## config.mk

```make
export PLATFORM = sky130hd
export DESIGN_NAME = replacement_unit
export DESIGN_NICKNAME = d
export VERILOG_FILES = /design/src/rtl/replacement_unit.sv
export SDC_FILE = /design/constraint.sdc
export NUM_CORES = 2
export LEC_CHECK = 0
export BUFFER_PORTS_ARGS = -buffer_cell sky130_fd_sc_hd__buf_4
export CELL_PAD_IN_SITES_DETAIL_PLACEMENT = 0
export CELL_PAD_IN_SITES_GLOBAL_PLACEMENT = 1
export CORE_MARGIN = 2
export CORE_UTILIZATION = 52
export CTS_CLUSTER_SIZE = 8
export DETAILED_ROUTE_END_ITERATION = 7
export HOLD_SLACK_MARGIN = 0.1
export PLACE_DENSITY_LB_ADDON = 0.1
export SYNTH_ARGS = -nofsm -noshare
export SYNTH_HDL_FRONTEND = slang
export SYNTH_SLANG_ARGS = --single-unit
```

## constraint.sdc

```tcl
create_clock -name clock -period 11.4 [get_ports clock]
set_input_delay 0.57 -clock clock [delete_from_list [all_inputs] [get_ports clock]]
set_output_delay 0.57 -clock clock [all_outputs]
set_load 0.05 [all_outputs]
```

## src/rtl/replacement_unit.sv

```systemverilog
// Per-set replacement-policy engine: true-LRU age counters or tree-PLRU bits.
// Optional way locking is enabled by defining REPLACEMENT_WAY_LOCK_EN.
module replacement_unit #(
    parameter int NUM_WAYS   = 4,
    parameter int INDEX_BITS = 8,
    parameter int POLICY     = 0,
    localparam int WB        = $clog2(NUM_WAYS)
) (
    input  logic                  clock,
    input  logic                  reset,
    input  logic [INDEX_BITS-1:0] lookup_index,
    output logic [NUM_WAYS-1:0]   victim,
    output logic [WB-1:0]         victim_way,
    output logic                  victim_valid,
    input  logic [INDEX_BITS-1:0] update_index,
    input  logic [WB-1:0]         update_way,
    input  logic                  update_valid,
`ifdef REPLACEMENT_WAY_LOCK_EN
    input  logic [NUM_WAYS-1:0]   lock_mask,
`endif
    output logic                  ready
);

    localparam int SETS = 1 << INDEX_BITS;

    typedef enum logic {INIT, RUN} state_t;

    state_t                state, state_next;
    logic [INDEX_BITS-1:0] count, count_next;
    logic                  init_write;
    logic                  do_update;
    logic [NUM_WAYS-1:0]   avail;
    logic [WB-1:0]         sel_way;
    logic                  sel_any;

    always_ff @(posedge clock) begin
        if (reset) begin
            state <= INIT;
            count <= '0;
        end else begin
            state <= state_next;
            count <= count_next;
        end
    end

    always_comb begin
        state_next = state;
        count_next = count;
        init_write = 1'b0;
        if (state == INIT && !reset) begin
            init_write = 1'b1;
            count_next = count + 1'b1;
            if (count == '1)
                state_next = RUN;
        end
    end

    assign ready     = (state == RUN);
    assign do_update = ready & update_valid & ~reset;

`ifdef REPLACEMENT_WAY_LOCK_EN
    assign avail = ~lock_mask;
`else
    assign avail = '1;
`endif

    generate
        if (POLICY == 0) begin : g_lru
            typedef logic [NUM_WAYS-1:0][WB-1:0] row_t;
            row_t age [SETS];
            row_t urow, nrow, irow, lrow;
            logic [WB-1:0] best;

            // Ages younger than the touched way get one older; touched way becomes MRU.
            always_comb begin
                urow = age[update_index];
                nrow = urow;
                for (int w = 0; w < NUM_WAYS; w++) begin
                    irow[w] = WB'(w);
                    if (urow[w] < urow[update_way])
                        nrow[w] = urow[w] + 1'b1;
                end
                nrow[update_way] = '0;
            end

            always_ff @(posedge clock) begin
                if (init_write)
                    age[count] <= irow;
                else if (do_update)
                    age[update_index] <= nrow;
            end

            always_comb begin
                lrow    = age[lookup_index];
                best    = '0;
                sel_way = '0;
                sel_any = 1'b0;
                for (int w = 0; w < NUM_WAYS; w++) begin
                    if (avail[w] && (!sel_any || lrow[w] > best)) begin
                        sel_any = 1'b1;
                        best    = lrow[w];
                        sel_way = WB'(w);
                    end
                end
            end
        end else begin : g_plru
            // Heap-ordered nodes 1..NUM_WAYS-1; bit=1 points at the upper subtree.
            logic [NUM_WAYS-1:1] tree [SETS];
            logic [NUM_WAYS-1:1] urow, nrow, lrow;
            logic [WB-1:0]       unode;
            logic [WB:0]         node;
            logic                b;
            logic                sub_locked;
            int                  prefix;

            always_comb begin
                urow  = tree[update_index];
                nrow  = urow;
                unode = '0;
                for (int l = 0; l < WB; l++) begin
                    unode       = WB'((1 << l) | (int'(update_way) >> (WB - l)));
                    nrow[unode] = ~update_way[WB-1-l];
                end
            end

            always_ff @(posedge clock) begin
                if (init_write)
                    tree[count] <= '1;
                else if (do_update)
                    tree[update_index] <= nrow;
            end

            // Follow pointers, detouring around a pointed subtree that is fully locked.
            always_comb begin
                lrow       = tree[lookup_index];
                node       = (WB+1)'(1);
                b          = 1'b0;
                sub_locked = 1'b0;
                prefix     = 0;
                for (int l = 0; l < WB; l++) begin
                    b          = lrow[node[WB-1:0]];
                    prefix     = int'({node[WB-1:0], b}) - (2 << l);
                    sub_locked = 1'b1;
                    for (int w = 0; w < NUM_WAYS; w++)
                        if ((w >> (WB - 1 - l)) == prefix && avail[w])
                            sub_locked = 1'b0;
                    if (sub_locked)
                        b = ~b;
                    node = {node[WB-1:0], b};
                end
                sel_way = node[WB-1:0];
                sel_any = |avail;
            end
        end
    endgenerate

    assign victim_valid = ready & sel_any;
    assign victim_way   = victim_valid ? sel_way : '0;
    assign victim       = victim_valid ? (NUM_WAYS'(1) << sel_way) : '0;

endmodule
```

After elaboration in Yosys (flattened, before gate mapping) --
Memories as Yosys holds them, arrays and structs flattened. Cells that the tools add are included.
Cells by class: shifts and indexed selects 1, divide/modulo/power cells 0, muxes and demuxes 24, add/sub/neg operators 5, eq/ne operators 1, reduce and logical (&&, ||, !) cells 5, bitwise gates (word level) 6, multiply operators 0, $lt $le $gt $ge 9
Operators by type and width (number):
- $mux 2 | 11
- $mux 8 | 2
- $add 2x1->2 const B | 4
- $add 8x1->8 const B | 1
- $and 8x8->8 | 1
- $eq 8x8->1 const B | 1
- $lt 2x2->1 | 4
- $mux 1 | 8
- $not 8->8 | 1
- $reduce_or 8->1 | 1
- $gt 2x2->1 | 3
- $bmux 2 s2 | 1
- $demux 2 s2 | 1
- $mux 4 | 1
- $shl 1x2->4 const A | 1
- $lt 2x3->1 const B | 1
- $and 1x1->1 | 2
- $ge 2x1->1 const B | 1
- $logic_and 1x1->1 | 2
- $not 1->1 | 2
- $reduce_and 2->1 | 1
- $logic_not 1->1 | 1
Word-level totals: ROM bits 0, latch bits 0, flip-flop bits (word level) 9, bits in writable memories 2048, memories 1, output and inout port bits 8, logic and storage cells 54, input bits 21
Memory list:
- g_lru.age | depth 256, bits a word 8, read ports 2, clocked after Yosys merged registers in 0, write ports 1, line 70 | row_t age [SETS];

Depth between registers and ports, before layout --
An unclocked memory read counts as a cell.
depth after elaboration 9, depth in mapped cells 23, mapped depth without buffers 20

Worst setup path after synthesis --
Ideal clock, no wire load.
path type input -> register, start input update_index[1], end memory g_lru.age[0][5] (netlist name), data pin, library setup time 1456 ps, buffers on the path 5, required time 9944 ps, stages 16, setup slack -444 ps, arrival 10389 ps, cells stage by stage buf_4 buf_4 buf_2 buf_1 buf_1 mux4_2 mux4_2 a22oi_1 a21oi_1 a211oi_2 nor2_1 o31ai_1 ha_1 nor3_1 xnor2_1 o21ai_1
On the way: longest elaborated chain between the ends 7, elaborated cells on any way between the ends 8, those cells by class add/sub (1); order compare (1); mux (4); bitwise (1); memory (1)
Ends and longest elaborated chain:
- start: declaration | line 15 | input logic [INDEX_BITS-1:0] update_index,
- $mem_v2 256x8 *
- $bmux 2 s2 | line 80 | if (urow[w] < urow[update_way])
- $mux 2 (implied by the code) | line 80
- $lt 2x2->1 | line 80
- $mux 2 * | line 80
- $and 8x8->8 (no source line) *
- $mux 8 (no source line) *
- end: declaration | line 70
Mark *: on every way between the ends. The rest lies on a longest branch, timed or not. The select of a mux whose other input is x is not followed.

Worst setup path in the final report --
start input lookup_index[0], end output victim[1]
On the way: longest elaborated chain between the ends 9, elaborated cells on any way between the ends 11, those cells by class order compare (3); shift (1); mux (6); memory (1)
Ends and longest elaborated chain:
- start: declaration | line 11 | input logic [INDEX_BITS-1:0] lookup_index,
- $mem_v2 256x8 *
- $gt 2x2->1 | line 99 | if (avail[w] && (!sel_any || lrow[w] > best)) begin
- $mux 2 | line 99
- $gt 2x2->1 | line 99
- $mux 2 | line 99
- $gt 2x2->1 | line 99
- $mux 2 * | line 99
- $shl 1x2->4 * | line 159 | assign victim = victim_valid ? (NUM_WAYS'(1) << sel_way) : '0;
- $mux 4 * | line 159
- end: declaration | line 12 | output logic [NUM_WAYS-1:0] victim,
Mark *: on every way between the ends. The rest lies on a longest branch, timed or not.

==> summary.md <==
| Metric | Value |
|---|---|
| Logic gate share of total power | `0.057` |
| Critical path cell sequence | `buf_8, buf_12, mux4_2, mux4_2, mux4_2, mux2i_1, a21oi_1, ha_1, inv_1, o22ai_1, o21ai_1, ha_1, inv_1, o22ai_1, mux2_2, ha_1, nor2b_1, o21ai_0, nand2_1, nor2_1, buf_4` |
| Tcrit/Tclk final | `0.691` |
| Core Region | `approximately 190000 um2` |
| Pin count of the biggest net entering global routing | `193` |
| Iter 0 DRT Violations | `7644` |
| Critical path buffers and inverters | `5` |
| Final min period | `approximately 8 ns` |
| Global-route wire length before repair | `roughly 420000 um` |
| Clock skew | `0.0497 ns` |
| Number of flops mapped to enable cells by yosys | `2048` |
| GRT overflow | `0` |
| Mapped Area | `96800 um2` |
| Buffers added on ports | `28` |
| Reg power frac | `0.483` |
| End of the critical path | `victim[1]` |
| Status | `complete, no violations` |
| Multi-input gate area in the final layout | `between 30000 and 40000 um2` |
| Mux contribution to synthesized area | `0.298` |
| Vias in the first global route | `53300` |
| Sequential share of the synthesized area | `0.637` |
| Flop2flop setup slack | `5.28 ns` |
| Critical path origin | `lookup_index[0]` |
| Commonest cells after routing, fill and taps aside | `edfxtp_1 (2048), mux4_2 (1227), clkbuf_16 (310)` |
| Routed WL | `297000 um` |
| Max-cap violations | `0` |
| RSZ-0062 raised after global routing | `no` |
| Final Wtd Congestion | `0.920` |
| Avg Vias per Cell | `7.32` |
| Clock slew at reported path FFs | `roughly 0.05 ns` |
| Total CTS buffers | `307` |
| Finish-stage setup viols | `0` |
| Power Dens Cells | `~160 nW/um2` |
| Routed vias | `52900` |
| Clock power share | `0.460` |
| Synth Area in XOR/XNOR | `0.000995` |
| Slew of the pin with the lowest slew margin | `1.37 ns` |
| Reg2reg end | `g_lru.age[24][4]` |
| Max incr delay on CP | `0.59 ns` |
| Worst EP required | `~11 ns` |
| Crit start category | `input pin` |
| CP endpoint kind | `primary output` |
| Post-Synth Simple-Gate Area | `0.0238` |
| Syn Area/Cell | `21.2 um2` |
| Clk_lat worst skew | `a little over 0.9 ns` |
| CTS tree | `built` |
| Internal cell power | `approximately 13 mW` |
| Die height | `approximately 440 um` |
| Detail Route Antenna Nets | `0` |
| YS warnings | `0` |
| I/O pin cnt | `29` |
| Overall Power | `about 17 mW` |
| Drt pass-1 iters | `6` |
| Slew Limit Fails | `0` |
| Reg2Reg Depth | `13` |
| H-tree depth | `5` |
| CP delay by family, top | `multiplexers` |
| Setup_tns | `0 ns` |
| Crit path max fanout | `between 70 and 80` |
| Syn nets | `4604` |
| Most common cell after layout, fill and taps aside | `edfxtp_1` |
| Initial antenna violation count | `16` |
| Switch Pwr | `3.65 mW` |
| Share of synthesized cell area in full adder, half adder and majority cells | `0.00168` |
| Max Root-Sink Buffers | `4` |
| FILL cells | `13400` |
| Maximum VDD drop | `117 uV` |
| Post-CTS Setup Bufs | `0` |
| Synth Flop Type | `edfxtp_1` |
| Reg2reg start | `g_lru.age[55][5]` |
| Asr flop ratio synth | `0` |
| Register area | `61700 um2` |
| Die ar. | `190000 um2` |
| Main combinational cell family by area after synthesis | `multiplexers` |
| Critical Path Stages | `21` |
| Initial Util | `0.523` |
| DRC Markers | `0` |
| Pleak | `37.4 nW` |
| Root Buffer | `clkbuf_16` |
| Detail Placement HPWL | `186000 um` |
| Clk sinks | `2057` |
| CP Class | `in2out` |
| Hold WC Path Type | `in2reg` |
| Switch share | `0.215` |
| Area grow syn2layout | `11.5%` |
| Std cell rows | `158` |
| Compound-cell area share of the yosys netlist | `0.0163` |
| CP arrival | `about 7.3 ns` |
| Worst slew margin | `0.0728` |
| Layout cell share with drive strength beyond 1 | `0.380` |
| GRT Util Overall | `0.318` |
| FF+latch count, synth | `2057` |
| Worst path slowest cell | `mux4_2` |
| Die width | `~440 um` |
| Final hold vios | `0` |
| Synth cell types | `72` |
| Cells after Synth | `approximately 4600` |
| Peak Freq | `0.127 GHz` |
| WL per Instance | `41.1 um` |
| Nets | `4759` |
==> stage by stage <==
| step | util | instances | instance area, um2 | setup slack [ns] | hold WS (ns) |
|---|---|---|---|---|---|
| 2_1_floorplan | - | 4570 | 96800 | 0.431 | 0.504 |
| 3_3_place_gp | 0.540 | 6895 | 100000 | 3.42 | 0.564 |
| 3_5_place_dp | 0.540 | 6895 | 100000 | 3.46 | 0.558 |
| 4_1_cts | 0.582 | 7226 | 108000 | 3.46 | 0.377 |
| 5_1_grt | 0.583 | 7233 | 108000 | 3.13 | 0.433 |
| 6_report | 0.583 | 7234 | 108000 | 3.52 | 0.426 |
==> final cells by class <==
| cell class | count | area share |
|---|---|---|
| inverters | 16 | 0.000626 |
| clock buffers | 322 | 0.0723 |
| multi-input cells | 2124 | 0.307 |
| repair buffers | 219 | 0.0189 |
| flip-flops and latches | 2057 | 0.572 |
| clock inverters | 8 | 0.000672 |
| diodes | 8 | 0.000186 |
| well taps | 2480 | 0.0288 |
==> worst min path at each step <==
| stage | from | end | slack [ns] | depth (start not counted) |
|---|---|---|---|---|
| 3_3_place_gp | count[7] | ready | 0.56 | 2 |
| 3_5_place_dp | count[7] | ready | 0.56 | 2 |
| 4_1_cts | update_way[1] | g_lru.age[76][7] | 0.38 | 3 |
| 6_report | update_way[1] | g_lru.age[76][7] | 0.43 | 3 |
| 2_1_floorplan | count[7] | ready | 0.50 | 2 |
| 5_1_grt | update_way[1] | g_lru.age[73][7] | 0.43 | 3 |
==> worst reg2reg max path, cell delays in order, from the launching register on <==
cell and delay, ns:
edfxtp_1 0.38, mux4_2 0.48, mux4_2 0.56, a22oi_1 0.39, nand2_1 0.27, a22o_1 0.25
a211oi_2 0.28, nor2_1 0.08, o31ai_1 0.57, ha_1 0.29, nor3_1 0.08, a2111oi_0 0.49
o21a_4 0.84, buf_4 0.77
==> sequential cells by signal, indices dropped and copies added (netlist names) <==
name / flops
ready: 1
g_lru.age: 2048
count: 8
==> power groups by stage <==
stage               clock, mW  combinational [mW]  sequential [mW]
floorplan                   0               0.645             8.35
global placement            0               0.969             8.36
detailed placement          0               0.967             8.36
CTS                      7.91               0.968             8.21
global route             8.21                1.00             8.20
finish                   7.82               0.972             8.21
==> logic make-up after synthesis <==
family	after synthesis
DFF	2057
xor gates and xnor gates	11
buffers and inverters	389
adders and majority gates	13
and+or+nand+nor	537
AOI/OAI and AO/OA	215
muxes	1348
==> per-layer routing <==
metal  part of all wire  track usage
met5            0.00011            0
met4              0.044        0.129
met3               0.11       0.0719
met2               0.46        0.471
met1               0.39        0.463
==> Yosys cell counts, types with 6 or more instances <==
cell type  count  area (um2)
buf_4         24         180
nand2b_1      10        62.6
mux2_2         9         101
nor2_1       292        1100
a221oi_1       6        52.6
o221ai_1      39         342
edfxtp_1    2048       61500
o22ai_1       28         175
buf_6         50         563
buf_1         45         169
mux2i_1      110        1100
nor3_1        28         140
a21oi_1       31         155
nand3_1       21         105
nand2_1      120         450
o21ai_0       14        70.1
o31ai_1        9        67.6
and2_1         7        43.8
xor2_1         7        61.3
inv_1         10        37.5
mux4_2      1227       27600
nor2b_1       14        87.6
a22oi_1       31         233
buf_2         91         455
ha_1          13         163
clkbuf_1     160         601
a2111oi_0      7        61.3
nor4_1         6        37.5
nand3b_1      10        75.1
dfxtp_1        9         180
==> timing repair <==
item / in CTS / in global routing
hold endpoints to repair: 9 / 0
resized for setup: 0 / 0
hold buffers: 1 / 0
setup endpoints to repair: 0 / 0
(Power assumes the default switching activity.)
